[config.mk]
export PLATFORM = sky130hd
export DESIGN_NAME = spi_master_2ss
export DESIGN_NICKNAME = d
export VERILOG_FILES = /design/src/rtl/spi_master_2ss.sv
export SDC_FILE = /design/constraint.sdc
export NUM_CORES = 1
export LEC_CHECK = 0
export BUFFER_PORTS_ARGS = -buffer_cell sky130_fd_sc_hd__buf_2
export CORE_AREA = 2 2 74 76
export DETAILED_ROUTE_END_ITERATION = 8
export DIE_AREA = 0 0 76 78
export MAX_ROUTING_LAYER = met4
export SYNTH_ARGS = -nofsm -noshare
export SYNTH_HDL_FRONTEND = slang
export SYNTH_SLANG_ARGS = --single-unit
[constraint.sdc]
create_clock -name clk -period 2.14 [get_ports clk]
set_input_delay 0.107 -clock clk [delete_from_list [all_inputs] [get_ports clk]]
set_output_delay 0.107 -clock clk [all_outputs]
set_load 0.02 [all_outputs]
[src/rtl/spi_master_2ss.sv]
`default_nettype none
// ============================================================================
// Module      : spi_master_2ss
// Description : SPI mode-0 master driving two active-high slave selects.
//               Each transfer runs a SETUP phase, DATA_W sclk pulses (MSB
//               first in both directions) and a HOLD phase, then pulses done.
// Revision    : 1.0 - initial release
// ============================================================================
module spi_master_2ss #(
    parameter int CLK_DIV = 2,
    parameter int DATA_W  = 8
) (
    input  logic              clk,
    input  logic              rst,
    input  logic              start,
    input  logic              sel,
    input  logic [DATA_W-1:0] tx_data,
    input  logic              miso,
    output logic              sclk,
    output logic              mosi,
    output logic              ss1,
    output logic              ss2,
    output logic [DATA_W-1:0] rx_data,
    output logic              busy,
    output logic              done
);

    localparam int              c_BW       = $clog2(DATA_W + 1);
    localparam logic [7:0]      c_DIV_LAST = 8'(CLK_DIV - 1);
    localparam logic [c_BW-1:0] c_BITS     = c_BW'(DATA_W);
    localparam logic [c_BW-1:0] c_BITS_M1  = c_BW'(DATA_W - 1);
    localparam logic [c_BW-1:0] c_BIT_ONE  = c_BW'(1);

    typedef enum logic [1:0] {
        IDLE  = 2'd0,
        SETUP = 2'd1,
        XFER  = 2'd2,
        HOLD  = 2'd3
    } state_t;

    state_t            state_q;
    logic [7:0]        div_q;
    logic [7:0]        div_d;
    logic              div_last;
    logic [c_BW-1:0]   bit_q;
    logic [DATA_W-1:0] tx_q;
    logic [DATA_W-1:0] shift_q;
    logic [DATA_W-1:0] rx_q;
    logic              sclk_q;
    logic              ss1_q;
    logic              ss2_q;
    logic              busy_q;
    logic              done_q;

    // Half-period counter: wraps from CLK_DIV-1 back to 0.
    always_comb begin
        div_last = (div_q == c_DIV_LAST);
        div_d    = div_last ? 8'd0 : div_q + 8'd1;
    end

    // Transfer sequencer; every output comes straight from a register.
    always_ff @(posedge clk or posedge rst) begin
        if (rst) begin
            state_q <= IDLE;
            div_q   <= 8'd0;
            bit_q   <= '0;
            tx_q    <= '0;
            shift_q <= '0;
            rx_q    <= '0;
            sclk_q  <= 1'b0;
            ss1_q   <= 1'b0;
            ss2_q   <= 1'b0;
            busy_q  <= 1'b0;
            done_q  <= 1'b0;
        end else begin
            done_q <= 1'b0;
            case (state_q)
                IDLE: begin
                    if (start) begin
                        state_q <= SETUP;
                        tx_q    <= tx_data;
                        ss1_q   <= ~sel;
                        ss2_q   <= sel;
                        busy_q  <= 1'b1;
                        div_q   <= 8'd0;
                        bit_q   <= '0;
                        shift_q <= '0;
                        sclk_q  <= 1'b0;
                    end
                end
                SETUP: begin
                    div_q <= div_d;
                    if (div_last) begin
                        // First rising sclk edge: capture the slave's MSB.
                        sclk_q  <= 1'b1;
                        shift_q <= {shift_q[DATA_W-2:0], miso};
                        state_q <= XFER;
                    end
                end
                XFER: begin
                    div_q <= div_d;
                    if (div_last) begin
                        if (sclk_q) begin
                            // Falling edge: one more bit complete.
                            sclk_q <= 1'b0;
                            if (bit_q != c_BITS) begin
                                bit_q <= bit_q + c_BIT_ONE;
                            end
                            // Present the next bit unless this was the last one.
                            if (bit_q < c_BITS_M1) begin
                                tx_q <= {tx_q[DATA_W-2:0], 1'b0};
                            end
                        end else if (bit_q == c_BITS) begin
                            state_q <= HOLD;
                        end else begin
                            sclk_q  <= 1'b1;
                            shift_q <= {shift_q[DATA_W-2:0], miso};
                        end
                    end
                end
                HOLD: begin
                    div_q <= div_d;
                    if (div_last) begin
                        state_q <= IDLE;
                        ss1_q   <= 1'b0;
                        ss2_q   <= 1'b0;
                        busy_q  <= 1'b0;
                        done_q  <= 1'b1;
                        rx_q    <= shift_q;
                        tx_q    <= '0;
                    end
                end
                default: begin
                    state_q <= IDLE;
                end
            endcase
        end
    end

    assign sclk    = sclk_q;
    assign mosi    = tx_q[DATA_W-1];
    assign ss1     = ss1_q;
    assign ss2     = ss2_q;
    assign rx_data = rx_q;
    assign busy    = busy_q;
    assign done    = done_q;

endmodule
`default_nettype wire

==> After elaboration in Yosys (flattened, before gate mapping) <==
Index checks and enable logic that the tools add are counted.
{ "word_totals": {"regBits": 43, "input_bits": 13} }
{ "op_classes": {"n_reduce_logical": 13, "n_eq_ne": 16, "muxes": 41, "add_sub_neg": 2, "n_bitwise": 1, "magnitude_cmp": 1} }
{ "op_table": {"columns": ["op", "n"], "rows": [
  ["$mux 8", 11],
  ["$pmux 8 s3", 2],
  ["$ne 2x2->1 const B", 10],
  ["$reduce_and 6->1", 3],
  ["$mux 4", 4],
  ["$pmux 8 s2", 1],
  ["$mux 2", 6],
  ["$mux 1", 11],
  ["$add 8x1->8 const B", 1],
  ["$eq 8x1->1 const B", 1],
  ["$pmux 2 s4", 1],
  ["$pmux 4 s2", 1],
  ["$pmux 1 s2", 3],
  ["$reduce_bool 3->1", 2],
  ["$reduce_and 5->1", 1],
  ["$add 4x1->4 const B", 1],
  ["$eq 2x2->1 const B", 2],
  ["$eq 4x4->1 const B", 1],
  ["$lt 4x3->1 const B", 1],
  ["$ne 4x4->1 const B", 1],
  ["$reduce_and 4->1", 1],
  ["$reduce_bool 2->1", 2],
  ["$pmux 1 s3", 1],
  ["$reduce_and 3->1", 1],
  ["other kinds (5)", 5]
]} }

==> Depth between registers and ports, before layout <==
Gate-level depths: netlist (run 1).
{ "logic_depth": {"ltp_word": 5, "depth_mapped": 7, "depth_no_buf": 6} }

==> Least setup slack after synthesis (run 1) <==
Ideal clock, no wire load.
{ "synth_timing": {"path_type": "reg2reg", "startpoint": "register state_q[0]", "endpoint": "register bit_q[2]", "period_less_slack_ns": 1.968, "n_path_buf": 1, "arrival_time_ns": 1.848, "required_time_ns": 2.020, "slack_ns": 0.172, "stages_incl_launch_ff": 8, "path_cell_list": "dfrtp_1 > inv_1 > ha_1 > nand2b_1 > clkbuf_1 > nand4_1 > or2_2 > a31o_2"} }
{ "synth_between": {"elab_chain_cells": 3, "elab_cells_between_ends": 9, "classes_between": "eq/ne: 5; mux: 1; reduce/logical: 3"} }
{ "synth_rtl": {"columns": ["item", "line_no", "source"], "rows": [
  ["from (decl)", "41", "state_t state_q;"],
  ["from (signal assigned)", "64", "state_q <= IDLE;"],
  ["from (signal assigned)", "80", "state_q <= SETUP;"],
  ["from (signal assigned)", "97", "state_q <= XFER;"],
  ["$eq 2x2->1 / $logic_not 2->1 (equally long branches)", "77", "case (state_q)"],
  ["$ne 2x2->1 (no source line) / $reduce_bool 2->1 (equally long branches)", null, null],
  ["$reduce_and 5->1 (no source line)", null, null],
  ["to (signal assigned)", "107", "bit_q <= bit_q + c_BIT_ONE;"],
  ["to (decl)", "45", "logic [c_BW-1:0] bit_q;"]
]} }
Parallel ways exist; a longest one is shown, timed or not.
A chain may end at the register's enable or synchronous reset.

==> Worst setup path after layout (run 1) <==
{ "layout_timing": {"startpoint": "register div_q[1]", "endpoint": "register tx_q[3]"} }
{ "layout_between": {"elab_chain_cells": 3, "elab_cells_between_ends": 4, "classes_between": "eq/ne: 3; reduce/logical: 1"} }
{ "layout_rtl": {"columns": ["item", "line_no", "source"], "rows": [
  ["from (decl)", "42", "logic [7:0] div_q;"],
  ["from (signal assigned)", "92", "div_q <= div_d;"],
  ["from (signal assigned)", "101", "div_q <= div_d;"],
  ["from (signal assigned)", "122", "div_q <= div_d;"],
  ["$eq 8x1->1 (*)", "57", "div_last = (div_q == c_DIV_LAST);"],
  ["$ne 2x2->1 (no source line)", null, null],
  ["$reduce_and 6->1 (no source line) (*)", null, null],
  ["to (signal assigned)", "81", "tx_q <= tx_data;"],
  ["to (signal assigned)", "111", "tx_q <= {tx_q[DATA_W-2:0], 1'b0};"],
  ["to (decl)", "46", "logic [DATA_W-1:0] tx_q;"]
]} }
Every way passes the cells marked *; elsewhere a longest branch is shown, timed or not.

==> summary.txt, run 1 <==
Worst setup path
  • Worst Path Required: 2.32 ns
  • Crit-path max FO: 8
  • CP delay by family, top: compound AO/OA/AOI/OAI gates
  • R2R cell count: 6
  • Worst R2R Start: div_q[1]
  • Endpoint type of the worst setup path: register
  • Critical setup path kind: register to register
  • CP cell instances: inv_1 -> ha_1 -> nor4b_4 -> nand2_2 -> a221o_2 -> mux2_4
  • Startpoint class of the critical path: register
  • Slowest stage delay, CP: 0.52 ns
  • CP max stage cell: a221o_2
  • Worst EP arrival: 2.14 ns
  • Worst reg2reg endpoint: tx_q[3]
  • FF-to-FF setup slack: 0.18 ns
  • CP bufs+invs: 1

Clock network
  • Postcts setup bufs: 0
  • CTS tree: done
  • Clock tree buffer depth: 2
  • Clock insertion delay at the later pin of the skew report: 0.29 ns
  • Num Clock Sinks: 43
  • Reg clk slew, reported paths: 0.09 ns
  • TritonCTS buffer count: 5
  • H-tree depth: 2
  • Root Driver: clkbuf_8

Synth
  • Most frequent cell after synthesis: dfrtp_1
  • Mapped Area: 2220 um^2
  • Top post-synthesis cells by area: dfrtp_1, ha_1, mux2i_1
  • Synthesized area per cell: 10.5 um^2
  • Mapped Nets: 234
  • Cell accounting for the most synthesized area: dfrtp_1
  • Synth Register Bits: 43
  • Post-synth top cells: dfrtp_1, nand2_1, inv_1
  • Yosys top cell area share: 48.4%
  • Yosys Warn Count: 0
  • Number of library cell types mapped by synthesis: 38
  • Top FF cell, synth: dfrtp_1
  • Number of synthesized flops with an enable pin: 0
  • Async set-reset flop share out of synthesis: 100%
  • Seq/Total Area, Yosys: 48.4%
  • Cells after synthesis: 211

STA
  • PnR worst setup slack: 0.176 ns
  • Skew final: 0.00560 ns
  • RSZ-0062 raised after global routing: no
  • F_max: 0.509 GHz
  • Fin. max-slew vios: 0
  • Final Critical Period: 1.96 ns
  • Tightest Pin Transition: 0.670 ns
  • Final-report setup violation count: 0
  • Final-report hold violation count: 0
  • Post-Route Setup TNS: 0 ns
  • Final Cycle Share: 91.8%
  • Slew HR: 55.1%

Die
  • Die Span Y: 78 um
  • Horiz. Die Dim: 76 um
  • Initial core utilization: 44.1%
  • I/O pins: 27
  • Die ar.: 5930 um^2
  • Core area: 5040 um^2
  • Core Rows: 26

Detailed routing
  • Vias per Instance: 4.97
  • Initial DRC count: 56
  • Drt pass-1 iters: 4
  • WL final: 3.99 mm
  • Drt drc: 0
  • Via count of the routed design: 1579
  • ANT nets after route: 0
  • Routed WL per cell: 12.5 um

Cells and area
  • NumNets Final: 270
  • Ant. Diodes: 0
  • Layout area overhead: 15.8%
  • Layout cell share with drive strength beyond 1: 23.4%

Global route
  • Total Routing Usage GR: 15.0%
  • First-pass GRT wire length: 7.09 mm
  • Vias in the first global route: 1578
  • Global route overflow: 0
  • Pin count of the biggest net entering global routing: 25
  • Initial antenna violation count: 0

Min path
  • Hold_sp: tx_data[0]
  • Hold Crit Class: input pin to register
  • WHS Path Cells: 3
  • Hold Crit Endpoint: tx_q[0]

Placement
  • Placer Congestion: 0.785
  • PortBufs: 26
  • Pre-CTS WS: 0.124 ns
  • DPL Wire Length: 2.97 mm

Status
  • Status: finished clean

Run
  • Max cap viols: 0

Pwr
  • Leakage power figure: 1.26 nW
  • Power per cell area: 1460 nW/um^2
  • Peak supply drop: 0.000824 V
[final cells by class]
type	instances	area (um^2)
clock buffers	5	68.8
clock inverters	3	23.8
fillers	470	2470
inverters	20	75.1
multi-input cells	140	1030
flip-flops and latches	43	1080
well taps	70	87.6
repair buffers	37	215
[power breakdown]
group          leakage [nW]  switching [mW]  internal (mW)
sequential            0.563           0.188           1.10
clock                0.0408           0.297          0.234
combinational         0.657            1.04          0.897
total                  1.26            1.53           2.23
[registers in the layout, summed over array words and instances (netlist names)]
name,count
ss2,1
state_q,2
rx_data,8
shift_q,8
bit_q,4
ss1,1
sclk,1
busy,1
div_q,8
done,1
tx_q,8
[worst max path at each step]
stage,startpoint,to,slack (ns),cells after the start
finish,div_q[1],tx_q[3],0.18,6
global route,div_q[1],tx_q[3],0.07,6
CTS,div_q[1],tx_q[3],0.11,6
detailed placement,div_q[1],tx_q[3],0.12,6
global placement,div_q[1],tx_q[2],0.18,6
floorplan,state_q[0],bit_q[2],0.17,7
[what timing repair did]
| action | in CTS | in global routing |
|---|---|---|
| endpoints found under the setup margin | 0 | 1 |
| hold buffers | 1 | 0 |
| hold endpoints to repair | 19 | 0 |
| resized for setup | 0 | 1 |
[worst register-to-register path: stages, from the launching register on]
cell and delay, ns:
dfrtp_1 0.44, inv_1 0.08, ha_1 0.13, nor4b_4 0.26, nand2_2 0.10, a221o_2 0.52
mux2_4 0.33
[cell usage in the layout (no fill, tap or decap), types with 2 or more instances in the layout]
master      instances
buf_2              26
nand2_1            27
nand4_1             6
dfrtp_1            43
a21oi_1             3
buf_4              10
mux2i_1            12
nand2b_1            5
nand3_1             4
a22o_1             12
xor2_1              5
clkbuf_8            5
nor2_1             10
and3_1              2
clkinvlp_4          2
nand3b_1            2
ha_1               10
mux2_4              7
nor2b_1             2
inv_1              19
o21ai_0            14
nor3_1              2
[per-stage QoR]
step	area [um^2]	std cells	total power [mW]	utilization, %	hold slack, ns
after floorplan	2220	211	2.79	-	0.245
after global placement	2470	309	3.25	49.0	0.149
after detailed placement	2470	309	3.27	49.0	0.154
after CTS	2570	318	3.81	51.0	0.0453
after global routing	2570	318	4.07	51.1	0.0700
final	2570	318	3.76	51.1	0.0555
[cell families (layout without fill, tap and decap cells)]
kind of cell	Yosys count	count (layout)	share of synthesized area, %
AOI/OAI and AO/OA	40	40	13.3
xor gates and xnor gates	5	5	1.97
adders and majority gates	10	10	5.63
buffers and inverters	28	65	5.40
DFF	43	43	48.4
muxes	19	19	10.1
and+or+nand+nor	66	66	15.2
[metal layers]
metal	wire [um]	vias up	GRT usage, %
met5	0	-	-
met2	1830	24	23.7
met3	136	4	3.37
li1	-	800	-
met4	33	0	4.36
met1	1990	751	19.7
No activity file was read; power rests on OpenSTA's default activity.
==> run 2: changes to the inputs <==
--- a/config.mk
+++ b/config.mk
@@ -6,10 +6,11 @@
 export NUM_CORES = 1
 export LEC_CHECK = 0
 export BUFFER_PORTS_ARGS = -buffer_cell sky130_fd_sc_hd__buf_2
-export CORE_AREA = 2 2 74 76
+export CORE_AREA = 2 2 83 85
 export DETAILED_ROUTE_END_ITERATION = 8
-export DIE_AREA = 0 0 76 78
+export DIE_AREA = 0 0 85 87
 export MAX_ROUTING_LAYER = met4
+export RECOVER_POWER = 25
 export SYNTH_ARGS = -nofsm -noshare
 export SYNTH_HDL_FRONTEND = slang
 export SYNTH_SLANG_ARGS = --single-unit
==> run 2 against run 1 <==
  * Sequential power about the same
  * Clock skew rose by 0.0028 ns
  * Sequential cell count unchanged
  * Setup slack got worse by 0.044 ns
  * Sequential share of layout area down 0.36 points
  * Wire length grew 6.5%
  * Final area increased by 0.87%
  * Core utilization decreased by 12 points
  * Hold slack worse by 0.011 ns
  * Non-clock buffer count rose by 2
  * Power rose by 1.6%
  * Largest cell class unchanged
==> summary.txt, run 2 (synthesis gave the netlist of run 1 again) <==
Run
  • Max cap viols: 0 (unchanged)

Worst setup path
  • Worst EP arrival: 2.20 ns (+0.06 ns)
  • CP max stage cell: a221o_2
  • CP cell instances: inv_1 -> ha_1 -> nor4b_4 -> nand4_1 -> a221o_2 -> mux2_4
  • Worst Path Required: 2.33 ns (about the same)
  • Worst reg2reg endpoint: tx_q[2]
  • Endpoint type of the worst setup path: register
  • Critical Path Sink: tx_q[2]
  • R2R cell count: 6 (unchanged)
  • Slowest stage delay, CP: 0.48 ns (-0.04 ns)
  • Critical setup path kind: register to register
  • Startpoint class of the critical path: register
  • Crit-path max FO: 8 (unchanged)
  • Launch point of the worst path: div_q[1]
  • Worst R2R Start: div_q[1]
  • FF-to-FF setup slack: 0.13 ns (-0.04 ns)

Pwr
  • Post-route total power: 3.82 mW (+1.6%)
  • Peak supply drop: 0.000672 V (-18%)
  • Power per cell area: 1470 nW/um^2 (+0.73%)
  • Leakage power figure: 1.27 nW (+0.84%)

Clock network
  • Clock insertion delay at the later pin of the skew report: 0.31 ns (+0.02 ns)
  • Reg clk slew, reported paths: 0.09 ns (about the same)
  • Root Driver: clkbuf_8
  • H-tree depth: 2 (unchanged)
  • Clock tree buffer depth: 2 (unchanged)
  • CTS tree: done
  • TritonCTS buffer count: 5 (unchanged)
  • Num Clock Sinks: 43 (unchanged)
  • Postcts setup bufs: 0 (unchanged)

Global route
  • Vias in the first global route: 1672 (+6.0%)
  • Pin count of the biggest net entering global routing: 26 (+4.0%)
  • Initial antenna violation count: 0 (unchanged)
  • Total Routing Usage GR: 13.2% (-1.8 points)
  • GRT met2 Usage: 21.4% (-2.3 points)
  • Global route overflow: 0 (unchanged)
  • First-pass GRT wire length: 7.55 mm (+6.5%)
  • Met1 track demand over resource: 15.9% (-3.7 points)
  • Top Usage Layer GRT: met2
  • Met3 Use GR: 2.94% (-0.43 points)

Cells and area
  • Commonest non-fill, non-tap cell in the layout: dfrtp_1
  • Layout cell share with drive strength beyond 1: 23.2% (-0.19 points)
  • Most frequent cells in the layout: dfrtp_1, nand2_1, buf_2
  • Ant. Diodes: 0 (unchanged)
  • NumNets Final: 272 (+0.74%)
  • Final instance area: 2600 um^2 (+0.87%)
  • Layout area overhead: 16.8%
  • Cell Count, Final, Fillers Out: 330 (+3.8%)
  • Finished Core Util: 39.5% (-12 points)

Die
  • Core Rows: 30 (+15%)
  • I/O pins: 27 (unchanged)
  • Horiz. Die Dim: 85 um (+12%)
  • Core area: 6570 um^2 (+30%)
  • Die ar.: 7400 um^2 (+25%)
  • Initial core utilization: 33.8% (-10 points)
  • Die Span Y: 87 um (+12%)

Detailed routing
  • Vias per Instance: 4.85 (-2.2%)
  • ANT nets after route: 0 (unchanged)
  • Drt drc: 0 (unchanged)
  • Initial DRC count: 80 (+43%)
  • Drt pass-1 iters: 4 (unchanged)
  • Via count of the routed design: 1602 (+1.5%)
  • Routed WL per cell: 12.9 um (+2.6%)
  • WL final: 4.25 mm (+6.5%)

STA
  • Tightest Pin Transition: 1.35 ns (+0.677 ns)
  • Skew final: 0.00842 ns (+0.00282 ns)
  • Slew HR: 10.2% (-45 points)
  • Post-Route Setup TNS: 0 ns (unchanged)
  • Fin. max-slew vios: 0 (unchanged)
  • PnR worst setup slack: 0.132 ns (-0.0438 ns)
  • Final-report setup violation count: 0 (unchanged)
  • RSZ-0062 raised after global routing: no
  • Final Critical Period: 2.01 ns (+0.0438 ns)
  • F_max: 0.498 GHz (-2.2%)
  • Hold Worst Slack: 0.0443 ns (-0.0113 ns)
  • Final Cycle Share: 93.8% (+2.0 points)
  • Final-report hold violation count: 0 (unchanged)

Placement
  • Pre-CTS WS: 0.105 ns (-0.0185 ns)
  • PortBufs: 26 (unchanged)
  • DP Cell Count: 321 (+3.9%)
  • DPL Wire Length: 3.17 mm (+6.8%)
  • Area post-placement: 2500 um^2 (+1.1%)
  • Placer Congestion: 0.818 (+4.1%)

Min path
  • Hold_sp: miso
  • Hold Crit Class: input pin to register

Status
  • Status: finished clean
## run 2: power by group
group | internal (mW) | total [mW] | switching, mW
clock network | 0.242 | 0.552 | 0.310
logic | 0.903 | 1.98 | 1.07
registers | 1.10 | 1.29 | 0.191
## run 2: area by class of cell
cell class,count,area [um^2]
multi-input cells,140,1030
well taps,80,100
fillers,624,3970
flip-flops and latches,43,1080
inverters,20,75.1
clock buffers,5,68.8
repair buffers,39,223
clock inverters,3,26.3
## run 2: metal layers
metal / wire length, um / vias up
li1: - / 800
met1: 1990 / 768
met2: 2040 / 25
met3: 119 / 9
met4: 96 / 0
met5: 0 / -
## run 2: what timing repair did
item | CTS | global route
hold endpoints to repair | 43 | 0
endpoints found under the setup margin | 0 | 7
hold buffers | 1 | 0
resized for setup | 0 | 1
## run 2: worst max-delay path, delay by kind of cell, from the launching register on
| family | cells | cell delay [ns] |
|---|---|---|
| muxes | 1 | 0.34 |
| adders and majority gates | 1 | 0.14 |
| buffers and inverters | 1 | 0.08 |
| and+or+nand+nor | 2 | 0.41 |
| AOI/OAI and AO/OA | 1 | 0.48 |
| DFF | 1 | 0.45 |
## run 2: worst min path at each step
stage,endpoint,slack (ns),cells past startpoint
3_3_place_gp,rx_data[6],-0.05,2
4_1_cts,shift_q[0],0.03,3
6_report,shift_q[0],0.04,3
3_5_place_dp,rx_data[6],-0.04,2
5_1_grt,shift_q[0],0.05,3
2_1_floorplan,tx_q[0],0.25,2
